--- config.mk ---
export PLATFORM = sky130hd
export DESIGN_NAME = i2c_regbank_target_flat
export DESIGN_NICKNAME = d
export VERILOG_FILES = /design/src/rtl/i2c_regbank_target_if.sv /design/src/rtl/i2c_regbank_target.sv /design/src/flat_wrapper.sv
export SDC_FILE = /design/constraint.sdc
export NUM_CORES = 1
export LEC_CHECK = 0
export CAP_MARGIN = 20
export CORE_MARGIN = 2
export CORE_UTILIZATION = 49
export DETAILED_ROUTE_END_ITERATION = 8
export GPL_TIMING_DRIVEN = 0
export MAX_ROUTING_LAYER = met4
export PLACE_DENSITY = 0.79
export SLEW_MARGIN = 15
export SYNTH_ARGS = -nofsm -noshare
export SYNTH_HDL_FRONTEND = slang
export SYNTH_SLANG_ARGS = --single-unit
--- constraint.sdc ---
create_clock -name clk -period 2.44 [get_ports clk]
set_input_delay 0.488 -clock clk [delete_from_list [all_inputs] [get_ports clk]]
set_output_delay 0.488 -clock clk [all_outputs]
set_load 0.02 [all_outputs]
--- src/rtl/i2c_regbank_target_if.sv ---
// Pad-side I2C signals of the register-bank target.
// The master modport is the bus/pad side; the slave modport is the target.
interface i2c_regbank_target_if;
    logic sda_in;
    logic scl_in;
    logic sda_out;
    logic sda_oe;

    modport master (output sda_in, output scl_in, input sda_out, input sda_oe);
    modport slave  (input sda_in, input scl_in, output sda_out, output sda_oe);
endinterface

--- src/rtl/i2c_regbank_target.sv ---
// I2C target with a byte register bank, wrapping auto-increment pointer and per-byte write strobe.
// Define I2C_GLITCH_FILTER_EN to add a 3-sample majority filter on SDA/SCL after the synchronisers.
module i2c_regbank_target #(
    parameter logic [6:0] I2C_ADDR    = 7'h70,
    parameter int         NUM_REGS    = 8,
    parameter int         IDX_W       = 3,
    parameter int         SYNC_STAGES = 2
) (
    input  logic                  clk,
    input  logic                  rst_n,
    i2c_regbank_target_if.slave   bus,
    output logic [8*NUM_REGS-1:0] regs_flat,
    output logic                  wr_pulse,
    output logic [IDX_W-1:0]      wr_idx,
    output logic                  busy
);
    // IDLE:bus free  ADDR/SUB/WDAT:shift in byte  *_ACK:drive ACK for one SCL period
    // RDAT:shift out byte  RDAT_ACK:release SDA, sample master ACK/NAK  WAIT:ignore until START/STOP
    typedef enum logic [3:0] {
        IDLE, ADDR, ADDR_ACK, SUB, SUB_ACK, WDAT, WDAT_ACK, RDAT, RDAT_ACK, WAIT
    } state_t;

    logic [SYNC_STAGES-1:0] sda_sync_q, scl_sync_q;
    logic                   sda_s, scl_s, sda_p_q, scl_p_q;

    always_ff @(posedge clk) begin
        if (!rst_n) begin
            sda_sync_q <= '1;
            scl_sync_q <= '1;
        end else begin
            sda_sync_q <= {sda_sync_q[SYNC_STAGES-2:0], bus.sda_in};
            scl_sync_q <= {scl_sync_q[SYNC_STAGES-2:0], bus.scl_in};
        end
    end

`ifdef I2C_GLITCH_FILTER_EN
    logic [1:0] sda_hist_q, scl_hist_q;

    function automatic logic maj3(input logic a, input logic b, input logic c);
        return (a & b) | (a & c) | (b & c);
    endfunction

    always_ff @(posedge clk) begin
        if (!rst_n) begin
            sda_hist_q <= '1;
            scl_hist_q <= '1;
        end else begin
            sda_hist_q <= {sda_hist_q[0], sda_sync_q[SYNC_STAGES-1]};
            scl_hist_q <= {scl_hist_q[0], scl_sync_q[SYNC_STAGES-1]};
        end
    end

    assign sda_s = maj3(sda_sync_q[SYNC_STAGES-1], sda_hist_q[0], sda_hist_q[1]);
    assign scl_s = maj3(scl_sync_q[SYNC_STAGES-1], scl_hist_q[0], scl_hist_q[1]);
`else
    assign sda_s = sda_sync_q[SYNC_STAGES-1];
    assign scl_s = scl_sync_q[SYNC_STAGES-1];
`endif

    always_ff @(posedge clk) begin
        if (!rst_n) begin
            sda_p_q <= 1'b1;
            scl_p_q <= 1'b1;
        end else begin
            sda_p_q <= sda_s;
            scl_p_q <= scl_s;
        end
    end

    logic scl_rise, scl_fall, start_det, stop_det;
    assign scl_rise  = scl_s & ~scl_p_q;
    assign scl_fall  = ~scl_s & scl_p_q;
    assign start_det = scl_s & scl_p_q & sda_p_q & ~sda_s;
    assign stop_det  = scl_s & scl_p_q & ~sda_p_q & sda_s;

    state_t           state_q;
    logic [2:0]       bit_cnt_q;
    logic [6:0]       shift_q;
    logic [IDX_W-1:0] ptr_q;
    logic [7:0]       regs_q [NUM_REGS];
    logic             sda_oe_q, wr_pulse_q, busy_q, rw_q, ack_ph_q;
    logic [IDX_W-1:0] wr_idx_q;
    logic [7:0]       byte_in;

    assign byte_in = {shift_q, sda_s};

    always_ff @(posedge clk) begin
        if (!rst_n) begin
            state_q    <= IDLE;
            bit_cnt_q  <= '0;
            shift_q    <= '0;
            ptr_q      <= '0;
            sda_oe_q   <= 1'b0;
            wr_pulse_q <= 1'b0;
            wr_idx_q   <= '0;
            busy_q     <= 1'b0;
            rw_q       <= 1'b0;
            ack_ph_q   <= 1'b0;
            for (int i = 0; i < NUM_REGS; i++) regs_q[i] <= '0;
        end else begin
            wr_pulse_q <= 1'b0;
            if (start_det) begin
                state_q   <= ADDR;
                bit_cnt_q <= '0;
                busy_q    <= 1'b1;
            end else if (stop_det) begin
                state_q <= IDLE;
                busy_q  <= 1'b0;
            end else if (scl_rise) begin
                case (state_q)
                    ADDR, SUB, WDAT: begin
                        shift_q   <= byte_in[6:0];
                        bit_cnt_q <= bit_cnt_q + 3'd1;
                        if (bit_cnt_q == 3'd7) begin
                            ack_ph_q <= 1'b0;
                            case (state_q)
                                ADDR: begin
                                    if (byte_in[7:1] == I2C_ADDR) begin
                                        rw_q    <= byte_in[0];
                                        state_q <= ADDR_ACK;
                                    end else begin
                                        state_q <= WAIT;
                                        busy_q  <= 1'b0;
                                    end
                                end
                                SUB: begin
                                    ptr_q   <= byte_in[IDX_W-1:0];
                                    state_q <= SUB_ACK;
                                end
                                default: begin
                                    regs_q[ptr_q] <= byte_in;
                                    wr_pulse_q    <= 1'b1;
                                    wr_idx_q      <= ptr_q;
                                    state_q       <= WDAT_ACK;
                                end
                            endcase
                        end
                    end
                    RDAT: begin
                        bit_cnt_q <= bit_cnt_q + 3'd1;
                        if (bit_cnt_q == 3'd7) begin
                            ptr_q    <= ptr_q + 1'b1;
                            ack_ph_q <= 1'b0;
                            state_q  <= RDAT_ACK;
                        end
                    end
                    RDAT_ACK: begin
                        if (ack_ph_q && sda_s) begin
                            state_q <= WAIT;
                            busy_q  <= 1'b0;
                        end
                    end
                    default: ;
                endcase
            end else if (scl_fall) begin
                case (state_q)
                    ADDR_ACK, SUB_ACK, WDAT_ACK: begin
                        if (!ack_ph_q) begin
                            sda_oe_q <= 1'b1;
                            ack_ph_q <= 1'b1;
                        end else begin
                            ack_ph_q  <= 1'b0;
                            bit_cnt_q <= '0;
                            case (state_q)
                                ADDR_ACK: begin
                                    if (rw_q) begin
                                        shift_q  <= regs_q[ptr_q][6:0];
                                        sda_oe_q <= ~regs_q[ptr_q][7];
                                        state_q  <= RDAT;
                                    end else begin
                                        sda_oe_q <= 1'b0;
                                        state_q  <= SUB;
                                    end
                                end
                                SUB_ACK: begin
                                    sda_oe_q <= 1'b0;
                                    state_q  <= WDAT;
                                end
                                default: begin
                                    sda_oe_q <= 1'b0;
                                    ptr_q    <= ptr_q + 1'b1;
                                    state_q  <= WDAT;
                                end
                            endcase
                        end
                    end
                    RDAT: begin
                        sda_oe_q <= ~shift_q[6];
                        shift_q  <= {shift_q[5:0], 1'b0};
                    end
                    RDAT_ACK: begin
                        if (!ack_ph_q) begin
                            sda_oe_q <= 1'b0;
                            ack_ph_q <= 1'b1;
                        end else begin
                            // Master ACKed: reload the shifter exactly once for the next byte.
                            shift_q   <= regs_q[ptr_q][6:0];
                            sda_oe_q  <= ~regs_q[ptr_q][7];
                            bit_cnt_q <= '0;
                            state_q   <= RDAT;
                        end
                    end
                    default: sda_oe_q <= 1'b0;
                endcase
            end
        end
    end

    for (genvar g = 0; g < NUM_REGS; g++) begin : g_flat
        assign regs_flat[8*g +: 8] = regs_q[g];
    end

    assign bus.sda_out = 1'b0;
    assign bus.sda_oe  = sda_oe_q;
    assign wr_pulse    = wr_pulse_q;
    assign wr_idx      = wr_idx_q;
    assign busy        = busy_q;
endmodule

--- src/flat_wrapper.sv ---
// flat-port wrapper written by rule: the top's interface ports become plain ports
module i2c_regbank_target_flat 
#(
    parameter logic [6:0] I2C_ADDR    = 7'h70,
    parameter int         NUM_REGS    = 8,
    parameter int         IDX_W       = 3,
    parameter int         SYNC_STAGES = 2
)
  (clk, rst_n, regs_flat, wr_pulse, wr_idx, busy, bus_sda_in, bus_scl_in, bus_sda_out, bus_sda_oe);
  i2c_regbank_target_if bus_i ();
  input  logic clk;
  input  logic rst_n;
  output logic [8*NUM_REGS-1:0] regs_flat;
  output logic wr_pulse;
  output logic [IDX_W-1:0] wr_idx;
  output logic busy;
  input wire logic [$bits(bus_i.sda_in)-1:0] bus_sda_in;
  input wire logic [$bits(bus_i.scl_in)-1:0] bus_scl_in;
  output wire logic [$bits(bus_i.sda_out)-1:0] bus_sda_out;
  output wire logic [$bits(bus_i.sda_oe)-1:0] bus_sda_oe;
  assign bus_i.sda_in = bus_sda_in;
  assign bus_i.scl_in = bus_scl_in;
  assign bus_sda_out = bus_i.sda_out;
  assign bus_sda_oe = bus_i.sda_oe;
  i2c_regbank_target #(.I2C_ADDR(I2C_ADDR), .NUM_REGS(NUM_REGS), .IDX_W(IDX_W), .SYNC_STAGES(SYNC_STAGES)) u_core (.clk(clk), .rst_n(rst_n), .bus(bus_i), .regs_flat(regs_flat), .wr_pulse(wr_pulse), .wr_idx(wr_idx), .busy(busy));
endmodule
==> results of run 1 <==
cell usage in the layout, fill, tap and decap left out, types with 5 or more instances in the layout:
cell             count
clkdlybuf4s50_1     73
and2_1              68
edfxtp_1            64
mux2i_1             33
dfxtp_1             33
clkbuf_1            20
buf_4               19
nand3_1             18
o21ai_0             18
nand2_1             17
a22oi_1             17
nor2_1              16
a21oi_1             11
clkbuf_8            10
inv_1                8
nand4_1              8
nand2b_1             8
o211a_1              7
buf_2                6
ha_1                 5
registers in the layout, indices dropped and copies added (netlist names), named ones only:
register,count
u_core.regs_q,64
u_core.shift_q,7
u_core.state_q,4
u_core.bit_cnt_q,3
u_core.ptr_q,3
u_core.wr_idx,3
u_core.scl_sync_q,2
u_core.sda_sync_q,2
u_core.ack_ph_q,1
u_core.bus.sda_oe,1
u_core.busy,1
u_core.rw_q,1
u_core.scl_p_q,1
u_core.sda_p_q,1
u_core.wr_pulse,1
routing by layer:
metal / vias up / GRT usage, % / wire length (um)
met4: 0 / 9.36 / 284
met5: - / - / 0
li1: 1830 / - / -
met1: 1951 / 34.1 / 5850
met2: 180 / 40.2 / 6580
met3: 27 / 3.45 / 868
how the worst min path moves through the flow:
| stage | end | depth (start not counted) | startpoint |
|---|---|---|---|
| final | u_core.scl_sync_q[1] | 1 | u_core.scl_sync_q[0] |
| after global routing | u_core.scl_sync_q[1] | 1 | u_core.scl_sync_q[0] |
| after CTS | u_core.scl_sync_q[1] | 1 | u_core.scl_sync_q[0] |
| after detailed placement | u_core.scl_sync_q[1] | 1 | u_core.scl_sync_q[0] |
| after global placement | u_core.scl_sync_q[1] | 1 | u_core.scl_sync_q[0] |
| after floorplan | u_core.scl_sync_q[1] | 1 | u_core.scl_sync_q[0] |
through the flow:
step | total power [mW] | instance area [sq um]
6_report | 3.41 | 6320
5_1_grt | 3.50 | 6320
4_1_cts | 3.40 | 6200
3_3_place_gp | 2.22 | 5840
2_1_floorplan | 2.06 | 4940
3_5_place_dp | 2.23 | 5840
where the power goes:
group | leakage [nW] | total [mW] | switching [mW] | internal, mW
clock | 0.114 | 1.20 | 0.591 | 0.612
combinational | 1.22 | 0.344 | 0.201 | 0.143
sequential | 0.893 | 1.86 | 0.0404 | 1.82
area by class of cell:
| type | count | area [sq um] | share of cell area [%] |
|---|---|---|---|
| flip-flops and latches | 98 | 2600 | 41.2 |
| multi-input cells | 303 | 2280 | 36.0 |
| repair buffers | 89 | 863 | 13.7 |
| well taps | 133 | 166 | 2.63 |
| plain buffers | 32 | 151 | 2.40 |
| clock buffers | 11 | 141 | 2.24 |
| clock inverters | 5 | 82.6 | 1.31 |
| inverters | 9 | 33.8 | 0.535 |
critical path: stages, from the launching register on:
cell and delay (ns):
dfxtp_1 0.34, inv_1 0.06, ha_1 0.13, buf_4 0.15, nand4b_1 0.22, nor3b_4 0.36
buf_4 0.18, nand2_4 0.11, nor3_4 0.28, nand2b_4 0.25
kinds of logic (layout without fill, tap and decap cells):
| kind of cell | after synthesis | count (layout) | share of synthesized area (%) |
|---|---|---|---|
| AOI/OAI and AO/OA | 82 | 82 | 12.4 |
| xor gates and xnor gates | 1 | 1 | 0.177 |
| adders and majority gates | 6 | 6 | 1.52 |
| buffers and inverters | 41 | 146 | 3.67 |
| DFF | 98 | 98 | 52.7 |
| muxes | 36 | 36 | 7.83 |
| other | 1 | 1 | 0.0759 |
| and+or+nand+nor | 177 | 177 | 21.7 |
what timing repair did:
item / in CTS / in global routing
endpoints found under the setup margin: 112 / 127
buffers inserted: 6 / 9
gates cloned: 0 / 0
pin swaps: 7 / 7
resized for setup: 20 / 14
==> flow_summary.toml, run 1 <==
[clock_tree]
hold_buffers = 0
clk_latency_ns = 0.38
cts_root_buffer = "clkbuf_8"
clock-sinks = 98
cts_tree = "built"
numCtsBuffers = 9
cts.htree.levels = 3
clk_pin_slew_worst_paths_ns = 0.10
clockBufferDepth = 2

[synthesis]
synth_edf_count = 64
synth_ff_type = "edfxtp_1"
syn_inst = 442
synth_fp_nets = 452
seq_area_frac_synth_pct = 52.7
synth-seq-cells = 98
postSynthAreaPerCell_sq_um = 11.2
synthArstFlopShare_pct = 0
yosys.area.top_type = "edfxtp_1"
syn_area_sq_um = 4940
synthTopCellsByArea = "edfxtp_1, dfxtp_1, and2_1, mux2i_1, a22oi_1"
yosysWarnings = 0
synth_cell_types = 59
ys_top_cells_by_count = "and2_1, edfxtp_1, dfxtp_1, mux2i_1, o21ai_0"
yosysMostFrequentCell = "and2_1"
yosysTopAreaCellShare_pct = 38.9

[job]
maxCapViolCount = 0

[sta]
holdWs_ns = 0.414
slew_headroom_pct = 51.2
min_period_over_period_pct = 98.0
post-route-min-period_ns = 2.39
worst_clock_skew_ns = 0.0166
fmax_mhz = 418
hold_viol = 0
setup_tns_ns = 0
layout_setup_ws_ns = 0.0488
slew_violations = 0
finalSetupViolCount = 0
max_slew.worst_pin.slew_ns = 0.732

[grt]
antenna_found_initial = 1
grt_pass1_vias = 3811
overflow = 0
grt_start_max_net_pins = 17
grt_usage_pct = 25.6
grt_pass1_wl_um = 20700

[run_status]
status = "complete, no violations"

[worst_setup_path]
r2r-end = "u_core.regs_q[2][3]"
cp-startpoint = "u_core.scl_p_q"
endpoint = "u_core.regs_q[2][3]"
worstPathArrival_ns = 2.47
r2r_cells = 9
critPathKind = "reg -> reg"
reg2reg_slack_ns = 0.05
critPathLaunchType = "flop"
cp_max_fo = 8
crit_required_ns = 2.52
r2r_start = "u_core.scl_p_q"
end_kind = "flop"

[drt]
drt-initial-drc-count = 347
wl_per_cell_um = 20.0
ant_nets = 0
wl_um = 13600
drc = 0
vias = 3988
drt-pass1-iter-count = 5
viasPerCell = 5.86

[die]
num_rows = 36
die_h_um = 104
start_util_pct = 50.5
core_area_sq_um = 9770
die_area_sq_um = 10900
pin_count = 75
dieWidth_um = 104

[place]
dpl.cell_count = 649
portBuffers = 73
post-dp-hpwl_um = 9860
place_ws_ns = -0.597
gp_congestion = 0.943

[power]
max-vdd-ir-drop_v = 0.000328
total_leakage_power_nw = 2.23
power_density_nw_per_um2 = 539

[final_layout]
fin_util_pct = 64.7
fin_nets = 552
fin_cells = 680
num_antenna_cells = 0
fill_cells = 775
area_growth_pct = 28.0
drive_above_1_share_pct = 13.7

[min_path]
hp-class = "reg -> reg"
Note: power is estimated with default switching activity, not from simulation.
==> run 2: changes to the inputs <==
--- a/config.mk
+++ b/config.mk
@@ -5,14 +5,15 @@
 export SDC_FILE = /design/constraint.sdc
 export NUM_CORES = 1
 export LEC_CHECK = 0
-export CAP_MARGIN = 20
+export CAP_MARGIN = 5
 export CORE_MARGIN = 2
 export CORE_UTILIZATION = 49
+export CTS_CLUSTER_SIZE = 14
 export DETAILED_ROUTE_END_ITERATION = 8
 export GPL_TIMING_DRIVEN = 0
 export MAX_ROUTING_LAYER = met4
 export PLACE_DENSITY = 0.79
-export SLEW_MARGIN = 15
+export SLEW_MARGIN = 20
 export SYNTH_ARGS = -nofsm -noshare
 export SYNTH_HDL_FRONTEND = slang
 export SYNTH_SLANG_ARGS = --single-unit
==> run 2 against run 1 <==
Effect of this change: sequential power about the same; sequential share of layout area up 0.28 points; worst setup slack better by 0.024 ns.
==> flow_summary.toml, run 2 (synthesized netlist as in run 1, its figures left out) <==
[run_status]
status = "complete, no violations"

[clock_tree]
cts.htree.levels = 3
clk_pin_slew_worst_paths_ns = 0.09
numCtsBuffers = 9
clock-sinks = 98
clockBufferDepth = 2
cts_root_buffer = "clkbuf_8"
clk_latency_ns = 0.39
hold_buffers = 0
cts_tree = "built"

[sta]
max_slew.worst_pin.slew_ns = 0.736
setup_tns_ns = 0
layout_setup_ws_ns = 0.0733
slew_violations = 0
hold_viol = 0
min_period_over_period_pct = 97.0
slew_headroom_pct = 50.9
fmax_mhz = 423
post-route-min-period_ns = 2.37
finalSetupViolCount = 0
worst_clock_skew_ns = 0.0175

[final_layout]
fin_nets = 549
largest_reg_flops = 64
max_flop_register = "u_core.regs_q"
num_antenna_cells = 0
fin_cells = 677
drive_above_1_share_pct = 13.1
layout_commonest_cell = "clkdlybuf4s50_1"
fin_area_sq_um = 6270
final_cell_mix = "clkdlybuf4s50_1, and2_1, edfxtp_1"
area_growth_pct = 27.0
largestRegisters = "u_core.regs_q: 64 flops, u_core.shift_q: 7 flops, u_core.state_q: 4 flops"

[worst_setup_path]
crit_chain = "ha_1, ha_2, nand4b_1, nor3b_4, buf_4, nand3_2, nor3_4, nand2b_4"
slowest_stage = "dfxtp_1"
crit_required_ns = 2.53
worstPathArrival_ns = 2.46
critPathKind = "reg -> reg"
reg2reg_slack_ns = 0.07
critPathMaxStageDelay_ns = 0.37
end_kind = "flop"
cp_max_fo = 8
critPathLaunchType = "flop"

[drt]
drt-pass1-iter-count = 5
drt-initial-drc-count = 318
vias = 3977
ant_nets = 0
wl_per_cell_um = 20.0
drc = 0
viasPerCell = 5.87
wl_um = 13600

[place]
place_area_sq_um = 5840
place_ws_ns = -0.583
dpl.cell_count = 648
gp_congestion = 0.943
portBuffers = 73
post-dp-hpwl_um = 9760

[die]
start_util_pct = 50.5
core_area_sq_um = 9770
pin_count = 75
die_h_um = 104
dieWidth_um = 104
num_rows = 36
die_area_sq_um = 10900

[power]
total_leakage_power_nw = 2.21
max-vdd-ir-drop_v = 0.000336
total_power_mw = 3.32
power_density_nw_per_um2 = 530

[grt]
grt_usage_pct = 25.6
grt_pass1_vias = 3780
grt_start_max_net_pins = 17
antenna_found_initial = 1
grt_pass1_wl_um = 20900
overflow = 0

[job]
maxCapViolCount = 0

[min_path]
hp-class = "reg -> reg"
-- run 2: changes by cell type in the layout (fill, tap and decap cells not counted) --
cell and delta:
dfxtp_1 +1, bufinv_16 -1, buf_12 +1, dfxtp_2 -1
inv_8 +1, ha_2 +1, buf_2 +1, ha_4 -1
buf_4 -5, inv_6 -1, clkinvlp_2 +1
-- run 2: worst paths after layout --
kind	start	endpoint	cells after the start
max	u_core.bit_cnt_q[0]	u_core.regs_q[5][1]	8
min	u_core.scl_sync_q[0]	u_core.scl_sync_q[1]	1
max reg2reg	u_core.bit_cnt_q[0]	u_core.regs_q[5][1]	8
min reg2reg	u_core.scl_sync_q[0]	u_core.scl_sync_q[1]	1
-- run 2: layout make-up --
class                           instances  area (sq um)
Inverter                                9          33.8
Tap cell                              133           166
Multi-Input combinational cell        303          2270
Sequential cell                        98          2600
Clock buffer                           11           141
Timing Repair Buffer                   86           853
Buffer                                 32           149
Fill cell                             762          3500
Clock inverter                          5          60.1
-- run 2: stage by stage --
stage | hold slack, ns | util (%)
after global routing | 0.454 | 64.2
after detailed placement | 0.396 | 59.7
after global placement | 0.389 | 59.7
after CTS | 0.417 | 62.9
after floorplan | 0.386 | -
final | 0.414 | 64.2
-- run 2: critical path: cells and delay by family, from the launching register on --
family	cells	cell delay [ns]
fa+ha+maj	2	0.38
buf+inv	1	0.18
flops	1	0.37
simple gates	5	1.14
-- run 2: timing repair --
action / 4_1_cts / 5_1_grt
setup endpoints to repair: 112 / 121
buffers inserted: 6 / 7
pin swaps: 6 / 6
resized for setup: 18 / 11
-- run 2: power by group --
part           internal [mW]  switching, mW
Combinational          0.143          0.201
Sequential              1.82         0.0407
Clock                  0.510          0.609
-- run 2: metal layers --
metal,part of all wire (%),track usage (%)
met4,2.4,10.1
met1,43,34.4
met2,48,39.1
met5,0,-
met3,6.7,3.95
==> run 3: changes to the inputs <==
--- a/config.mk
+++ b/config.mk
@@ -6,6 +6,7 @@
 export NUM_CORES = 1
 export LEC_CHECK = 0
 export CAP_MARGIN = 5
+export CORE_ASPECT_RATIO = 0.5
 export CORE_MARGIN = 2
 export CORE_UTILIZATION = 49
 export CTS_CLUSTER_SIZE = 14
==> run 3 against run 2 <==
Effect of this change: critical path type unchanged; core utilization increased by 2.7 points; hold slack got worse by 0.0085 ns; global-route usage down 0.61 points; count of clock-buffer cells in the layout is 2 lower; final cell count rose by 0.74%; via count up 0.35%; sequential share of layout area shrank 0.89 points; critical path depth unchanged; non-clock buffer count rose by 3; sequential cell count unchanged; combinational power rose by 2%.
==> flow_summary.toml, run 3 (synthesized netlist as in run 1, its figures left out) <==
[run_status]
status = "complete, no violations"

[clock_tree]
cts.htree.levels = 3
clk_pin_slew_worst_paths_ns = 0.07
cts_tree = "built"
cts_root_buffer = "clkbuf_16"
clock-sinks = 98
numCtsBuffers = 9
hold_buffers = 0
clk_latency_ns = 0.35
clockBufferDepth = 2

[worst_setup_path]
crit_chain = "ha_2, ha_4, nand4b_1, nor3b_4, buf_6, nand2_8, nor4_4, nand2b_4"
r2r_start = "u_core.bit_cnt_q[0]"
critPathLaunchType = "flop"
crit_family = "simple AND/OR/NAND/NOR gates"
critPathKind = "reg -> reg"
reg2reg_slack_ns = 0.03
end_kind = "flop"
slowest_stage = "nor4_4"
critPathMaxStageDelay_ns = 0.36
r2r-end = "u_core.regs_q[4][7]"
cp_max_fo = 8
path_buf_inv = 1
crit_required_ns = 2.50
worstPathArrival_ns = 2.47
r2r_cells = 8

[final_layout]
drive_above_1_share_pct = 14.3
fin_util_pct = 66.9
largest_reg_flops = 64
fin_nets = 552
regArea_sq_um = 2610
largestRegisters = "u_core.regs_q: 64 flops, u_core.shift_q: 7 flops, u_core.state_q: 4 flops"
fill_cells = 735
fin_cells = 682
final_cell_mix = "clkdlybuf4s50_1, and2_1, edfxtp_1"
area_growth_pct = 30.0
multi_input_area_sq_um = 2290
fin_area_sq_um = 6420
num_antenna_cells = 0
max_flop_register = "u_core.regs_q"
layout_commonest_cell = "clkdlybuf4s50_1"

[die]
core_area_sq_um = 9600
die_h_um = 75.0
pin_count = 75
num_rows = 25
dieWidth_um = 146
die_area_sq_um = 10900
start_util_pct = 51.4

[sta]
finalSetupViolCount = 0
slew_headroom_pct = 50.9
slew_violations = 0
max_slew.worst_pin.slew_ns = 0.736
hold_viol = 0
min_period_over_period_pct = 98.9
worst_clock_skew_ns = 0.0102
post-route-min-period_ns = 2.41
layout_setup_ws_ns = 0.0274
fmax_mhz = 414

[grt]
overflow = 0
grt_start_max_net_pins = 18
grt_pass1_wl_um = 19600
grtUsageMet2_pct = 39.9
grt_usage_pct = 25.0
antenna_found_initial = 0
top_usage_layer = "met2"
grt_pass1_vias = 3630
grtUsageMet1_pct = 32.5
met3_usage_pct = 5.88

[power]
pwr-share-comb_pct = 9.9
p_sw_mw = 0.880
power_density_nw_per_um2 = 552
total_leakage_power_nw = 2.25
pwr-share-clk_pct = 37.7
max-vdd-ir-drop_v = 0.000399
p_int_mw = 2.67
swShare_pct = 24.8
seqPwrFrac_pct = 52.4

[drt]
vias = 3991
wl_per_cell_um = 19.7
drt-pass1-iter-count = 5
drt-initial-drc-count = 528
wl_um = 13500
viasPerCell = 5.85
ant_nets = 0
drc = 0

[min_path]
worstHoldPathCells = 1
min_to = "u_core.sda_sync_q[1]"
hp-class = "reg -> reg"
hold_start = "u_core.sda_sync_q[0]"

[place]
post-dp-hpwl_um = 9270
gp_congestion = 0.913
portBuffers = 73
place_area_sq_um = 5840
dpl.cell_count = 650
place_ws_ns = -0.456

[job]
maxCapViolCount = 0
run 3: changes by cell type in the layout (fill, tap and decap cells not counted), moves of 2 or more:
cell,change
buf_6,+2
clkbuf_16,+9
clkbuf_8,-10
clkinvlp_4,+2
dfxtp_1,-3
dfxtp_2,+3
inv_6,+2
run 3: worst register-to-register path: cells and delay by family, from the launching register on:
family | cells | cell delay, ns
AND/OR/NAND/NOR | 5 | 1.26
adder cells (fa/ha/maj) | 2 | 0.35
flip-flops | 1 | 0.34
buffers and inverters | 1 | 0.17
run 3: worst max path at each step:
stage               slack (ns)  depth (start not counted)           startpoint                  end
floorplan                 0.08                          6  u_core.bit_cnt_q[0]  u_core.regs_q[1][0]
global placement         -0.64                          6  u_core.bit_cnt_q[0]  u_core.regs_q[1][5]
detailed placement       -0.46                          6  u_core.bit_cnt_q[0]  u_core.regs_q[7][5]
CTS                      -0.09                          6  u_core.bit_cnt_q[0]  u_core.regs_q[1][1]
global route             -0.03                          8  u_core.bit_cnt_q[0]  u_core.regs_q[4][7]
finish                    0.03                          8  u_core.bit_cnt_q[0]  u_core.regs_q[4][7]
run 3: per-stage QoR:
| stage | total power, mW | hold WS [ns] | TNS [ns] |
|---|---|---|---|
| 2_1_floorplan | 2.06 | 0.386 | 0 |
| 3_3_place_gp | 2.21 | 0.390 | -26.65 |
| 3_5_place_dp | 2.22 | 0.393 | -25.41 |
| 4_1_cts | 3.53 | 0.408 | -1.45 |
| 5_1_grt | 3.63 | 0.412 | -0.272 |
| 6_report | 3.55 | 0.405 | 0 |
run 3: repair_timing:
item | CTS | global route
setup endpoints to repair | 97 | 113
pin swaps | 6 | 8
gates resized for setup | 18 | 21
buffers inserted | 5 | 11
run 3: metal layers:
metal,part of all wire [%],routed length (um)
met1,42,5620
met2,47,6280
met3,9.6,1300
met4,2.0,271
met5,0,0
run 3: power groups by stage:
stage	combinational, mW	sequential, mW	clock (mW)
floorplan	0.103	1.96	0
global placement	0.319	1.89	0
detailed placement	0.324	1.89	0
CTS	0.330	1.86	1.34
global route	0.368	1.86	1.40
finish	0.351	1.86	1.34
run 3: layout make-up:
class	count	share of cell area [%]
sequential	98	40.6
multi-input combinational	303	35.6
timing repair buffer	89	13.9
clock buffer	9	3.51
tap	135	2.63
buffer	32	2.42
clock inverter	7	0.780
inverter	9	0.526
==> patch 1 (config.mk and constraints of run 3) <==
`IDX_W` is set to 3 in 2 places; all go to 5.
--- a/src/rtl/i2c_regbank_target.sv
+++ b/src/rtl/i2c_regbank_target.sv
@@ -3,7 +3,7 @@
 module i2c_regbank_target #(
     parameter logic [6:0] I2C_ADDR    = 7'h70,
     parameter int         NUM_REGS    = 8,
-    parameter int         IDX_W       = 3,
+    parameter int         IDX_W       = 5,
     parameter int         SYNC_STAGES = 2
 ) (
     input  logic                  clk,
--- a/src/flat_wrapper.sv
+++ b/src/flat_wrapper.sv
@@ -3,7 +3,7 @@
 #(
     parameter logic [6:0] I2C_ADDR    = 7'h70,
     parameter int         NUM_REGS    = 8,
-    parameter int         IDX_W       = 3,
+    parameter int         IDX_W       = 5,
     parameter int         SYNC_STAGES = 2
 )
   (clk, rst_n, regs_flat, wr_pulse, wr_idx, busy, bus_sda_in, bus_scl_in, bus_sda_out, bus_sda_oe);
Interface: changed (resized wr_idx); port bits go from 75 to 77. No check against the original RTL was run, so the function may have changed too.
==> patch 1 against run 3 <==
  * Worst setup slack gained 78 ps
  * Cell count grew 2.2%
  * Synthesized area grew 4.7%
  * Critical path depth grew 1
  * Wire length shrank 1.2%
  * Highest routed layer unchanged
  * Design area grew 2.5%
  * Sequential cell count grew 4
  * Hold slack lost 9.3 ps
  * Clock power grew 12%
  * Total power grew 6.4%
  * Core utilization shrank 2.6 points
  * Critical path type unchanged
==> patch 1: results (changes against run 3) <==
Max FO, Critical Path=9 (was 8); sequential-to-total area share from yosys stat=51.9% (was 52.7%); Arr. time, crit path=2380 ps (was 2470 ps); Routed WL=13.3 mm (was 13.5 mm); peak supply drop=0.388 mV (was 0.399 mV); final net count=562 (was 552); largest net degree at the start of global routing=19 (was 18); largest registers=u_core.regs_q x64, u_core.shift_q x7 (was u_core.regs_q x64, u_core.shift_q x7, u_core.state_q x4); top cells by area, synth=edfxtp_1 37%, dfxtp_1 15%, and2_1 8.1%, mux2i_1 4.5%, mux2_2 3.3% (was edfxtp_1 39%, dfxtp_1 14%, and2_1 8.6%, mux2i_1 6.7%, a22oi_1 2.6%); leakage=0.00228 uW (was 0.00225 uW); gr usage total=24.4% (was 25.0%); most instantiated cells after synthesis=67 x and2_1, 64 x edfxtp_1, 38 x dfxtp_1 (was 68 x and2_1, 64 x edfxtp_1, 34 x dfxtp_1); outcome=finished clean (unchanged); number of global-route vias before repair=3695 (was 3630); Max-slew headroom=33.5% (was 50.9%); Inst Count DP=671 (was 650); Netlist cell types=65 (was 59); syn nets=467 (was 452); drt first-iter violations=414 (was 528); Hold Startpoint=u_core.scl_sync_q[0]$_SDFF_PN1_ (was u_core.sda_sync_q[0]$_SDFF_PN1_); first-pass GRT wire length=20.3 mm (was 19.6 mm); IO Port Bufs=74 (was 73); layout cells sized above 1=16.0% (was 14.3%); Finished Layout Cells=697 (was 682); fill count=806 (was 735); final hold slack=396 ps (was 405 ps); Register-to-Register Path Depth=9 (was 8); Vias=3959 (was 3991); GPL Wtd Cong=0.938 (was 0.913); skew final=9.99 ps (was 10.2 ps)
[patch 1: cell count changes after synthesis, moves of 10 or more]
cell,run 3,this run
nor3_1,0,13
a22oi_1,17,1
o21ai_0,21,2
mux2i_1,33,23
nand3_1,20,4
mux2_2,1,15
[patch 1: where the power goes]
group	switching (uW)	internal [uW]
registers	37.8	1890
logic	197	147
clock network	685	816
[patch 1: cell families after synthesis]
logic type               count (synthesis)  share of synthesized area (%)
flip-flops                             102                           51.9
XOR/XNOR                                 3                          0.508
other                                    1                         0.0725
AND/OR/NAND/NOR                        182                           21.6
multiplexers                            41                           9.03
AO/OA/AOI/OAI                           73                           11.0
adder cells (fa/ha/maj)                  6                           1.45
buffers and inverters                   49                           4.50
[patch 1: final cells by class]
| type | count | area [um2] | share of cell area [%] |
|---|---|---|---|
| timing repair buffer | 84 | 816 | 12.4 |
| clock inverter | 6 | 80.1 | 1.22 |
| inverter | 16 | 60.1 | 0.913 |
| sequential | 102 | 2680 | 40.8 |
| clock buffer | 10 | 229 | 3.48 |
| buffer | 33 | 180 | 2.74 |
| multi-input combinational | 306 | 2360 | 35.8 |
| tap | 140 | 175 | 2.66 |
[patch 1: worst max-delay path, delay by kind of cell (launching register included)]
| kind | cells | cell delay, ps |
|---|---|---|
| and+or+nand+nor | 4 | 740 |
| DFF | 1 | 350 |
| adders and majority gates | 2 | 360 |
| buffers and inverters | 3 | 580 |
[patch 1: metal layers]
layer,GRT usage (%),vias up,wire (um)
met5,-,-,0
met4,6.38,0,159
met3,5.75,15,1030
met2,37.1,156,6190
met1,33.2,1937,5930
li1,-,1851,-
[patch 1: worst max path at each step]
stage          cells after the start  slack, ps                                 to                              from
6_report                           9        110  u_core.regs_q[7][4]$_SDFFCE_PN0P_  u_core.bit_cnt_q[0]$_SDFFE_PP0P_
5_1_grt                            7         -7  u_core.regs_q[5][5]$_SDFFCE_PN0P_  u_core.bit_cnt_q[0]$_SDFFE_PP0P_
4_1_cts                            7         20  u_core.regs_q[6][4]$_SDFFCE_PN0P_         u_core.scl_p_q$_SDFF_PN1_
3_5_place_dp                       7       -510  u_core.regs_q[2][0]$_SDFFCE_PN0P_         u_core.scl_p_q$_SDFF_PN1_
3_3_place_gp                       7       -460  u_core.regs_q[6][0]$_SDFFCE_PN0P_  u_core.bit_cnt_q[0]$_SDFFE_PP0P_
2_1_floorplan                      7        210  u_core.regs_q[2][0]$_SDFFCE_PN0P_  u_core.bit_cnt_q[0]$_SDFFE_PP0P_
[patch 1: what timing repair did]
action | in CTS | in global routing
endpoints found under the setup margin | 69 | 64
pin swaps | 7 | 1
resized for setup | 16 | 8
hold buffers | 0 | 0
setup buffers | 8 | 2
==> patch 2 (flow settings as in run 3) <==
Without the edit above. The 10 states of `state_t` get a one-hot encoding in 10 bits.
--- a/src/rtl/i2c_regbank_target.sv
+++ b/src/rtl/i2c_regbank_target.sv
@@ -16,8 +16,8 @@
 );
     // IDLE:bus free  ADDR/SUB/WDAT:shift in byte  *_ACK:drive ACK for one SCL period
     // RDAT:shift out byte  RDAT_ACK:release SDA, sample master ACK/NAK  WAIT:ignore until START/STOP
-    typedef enum logic [3:0] {
-        IDLE, ADDR, ADDR_ACK, SUB, SUB_ACK, WDAT, WDAT_ACK, RDAT, RDAT_ACK, WAIT
+    typedef enum logic [9:0] {
+        IDLE = 10'b0000000001, ADDR = 10'b0000000010, ADDR_ACK = 10'b0000000100, SUB = 10'b0000001000, SUB_ACK = 10'b0000010000, WDAT = 10'b0000100000, WDAT_ACK = 10'b0001000000, RDAT = 10'b0010000000, RDAT_ACK = 10'b0100000000, WAIT = 10'b1000000000
     } state_t;
 
     logic [SYNC_STAGES-1:0] sda_sync_q, scl_sync_q;
Check against the original RTL: same outputs for any inputs over 4 cycles, from zero or initial values and one cycle with rst_n low; so few cycles prove little.
==> patch 2 against run 3 <==
  * Total power grew 4.0%
  * Critical path depth decreased by 4
  * Synthesized cell count rose by 5.4%
  * Via count up 3.5%
  * Wire length up 4.5%
  * Non-clock buffer count fell by 14
  * Synthesized area is 5.4% higher
  * Design area rose by 3.2%
  * Critical endpoint is now u_core.regs_q[5][1]$_SDFFCE_PN0P_
  * Sequential cell count is 6 higher
  * Worst setup slack gained 60 ps
  * Sequential power is 6% higher
  * Count of clock-buffer cells in the layout stayed put
  * Hold slack better by 8.3 ps
  * Die area is 5.2% higher
==> patch 2: results (changes against run 3) <==
outcome=finished clean (unchanged); Adder-Cell Fraction of Synth Area=1.44% (was 1.52%); Max FO, Critical Path=10 (was 8); Hold Startpoint=u_core.scl_sync_q[0]$_SDFF_PN1_ (was u_core.sda_sync_q[0]$_SDFF_PN1_); Arr. time, crit path=2390 ps (was 2470 ps); Worst Tran Pin Value=930 ps (was 736 ps); most instantiated cells after synthesis=66 x and2_1, 64 x edfxtp_1, 40 x dfxtp_1 (was 68 x and2_1, 64 x edfxtp_1, 34 x dfxtp_1); top cells by area, synth=edfxtp_1 37%, dfxtp_1 15%, and2_1 7.9%, mux4_2 6.9%, mux2i_1 4.0% (was edfxtp_1 39%, dfxtp_1 14%, and2_1 8.6%, mux2i_1 6.7%, a22oi_1 2.6%); Crit-path slowest cell=clkbuf_1 (was nor4_4); Worst R2R End=u_core.regs_q[1][6]$_SDFFCE_PN0P_ (was u_core.regs_q[4][7]$_SDFFCE_PN0P_); Logic power comb=343 uW (was 351 uW); final hold slack=413 ps (was 405 ps); first-pass GRT wire length=21.4 mm (was 19.6 mm); Vias=4129 (was 3991); Int Pwr=2780 uW (was 2670 uW); Synth Area in Compound Gates=8.49% (was 12.4%); vias per cell=5.94 (was 5.85); Clk pwr share=37.3% (was 37.7%); Syn Area/Cell=11.2 um2 (about the same); drt first-iter violations=456 (was 528); leakage=0.00233 uW (was 0.00225 uW); gr usage total=25.6% (was 25.0%); r2r setup slk=90 ps (was 30 ps); mux share of post-synthesis cell area=11.2% (was 7.83%); final net count=560 (was 552); sink of the worst hold path=u_core.scl_sync_q[1]$_SDFF_PN1_ (was u_core.sda_sync_q[1]$_SDFF_PN1_); critical path launch point=rst_n (was u_core.bit_cnt_q[0]$_SDFFE_PP0P_); Synth Area in XOR/XNOR=0.842% (was 0.177%); layout cells sized above 1=15.3% (was 14.3%); Netlist cell types=58 (was 59); DP HPWL=9.74 mm (was 9.27 mm); skew final=12.5 ps (was 10.2 ps); Routed WL=14.1 mm (was 13.5 mm); CP Capture Point=u_core.regs_q[5][1]$_SDFFCE_PN0P_ (was u_core.regs_q[4][7]$_SDFFCE_PN0P_); largest net degree at the start of global routing=19 (was 18); drt pass-1 iters=5 (unchanged); max incr delay on CP=750 ps (was 360 ps); GPL Wtd Cong=0.888 (was 0.913)
-- patch 2: cell count changes after synthesis, moves of 6 or more --
| cell | delta |
|---|---|
| o211a_1 | -7 |
| nand3_1 | -6 |
| o21ai_1 | +10 |
| a22oi_1 | -17 |
| o211ai_1 | +9 |
| o21ai_0 | -16 |
| a21oi_1 | +8 |
| mux2i_1 | -12 |
| nor3_1 | +9 |
| dfxtp_1 | +6 |
| mux4_2 | +14 |
| nand2_1 | +20 |
-- patch 2: per-layer routing --
| metal | share of wire (%) | up-vias | routed length [um] | GRT usage [%] |
|---|---|---|---|---|
| li1 | - | 1863 | - | - |
| met1 | 41 | 2005 | 5740 | 34.0 |
| met2 | 48 | 247 | 6790 | 39.6 |
| met3 | 9.6 | 14 | 1350 | 6.01 |
| met4 | 1.4 | 0 | 197 | 7.26 |
| met5 | 0 | - | 0 | - |
-- patch 2: final cells by class --
type                    instances  area share (%)
multi-input cells             321            37.8
clock buffers                   9            3.40
flip-flops and latches        104            41.1
inverters                       7           0.397
clock inverters                 7           0.831
repair buffers                 80            11.8
plain buffers                  27            1.96
well taps                     140            2.64
-- patch 2: critical path, delay by kind of cell --
kind                   cells  cell delay [ps]
buffers and inverters      3             1620
AO/OA/AOI/OAI              1              280
-- patch 2: timing repair --
| item | in CTS | in global routing |
|---|---|---|
| pin swaps | 5 | 6 |
| cloned | 0 | 0 |
| resized for setup | 28 | 18 |
| buffers inserted | 4 | 3 |
| setup endpoints to repair | 131 | 139 |
-- patch 2: per-stage QoR --
stage	area, um2	setup slack (ps)
2_1_floorplan	5200	85.4
3_3_place_gp	6110	-756
3_5_place_dp	6110	-761
4_1_cts	6530	-58.1
5_1_grt	6630	-7.70
6_report	6630	87.4
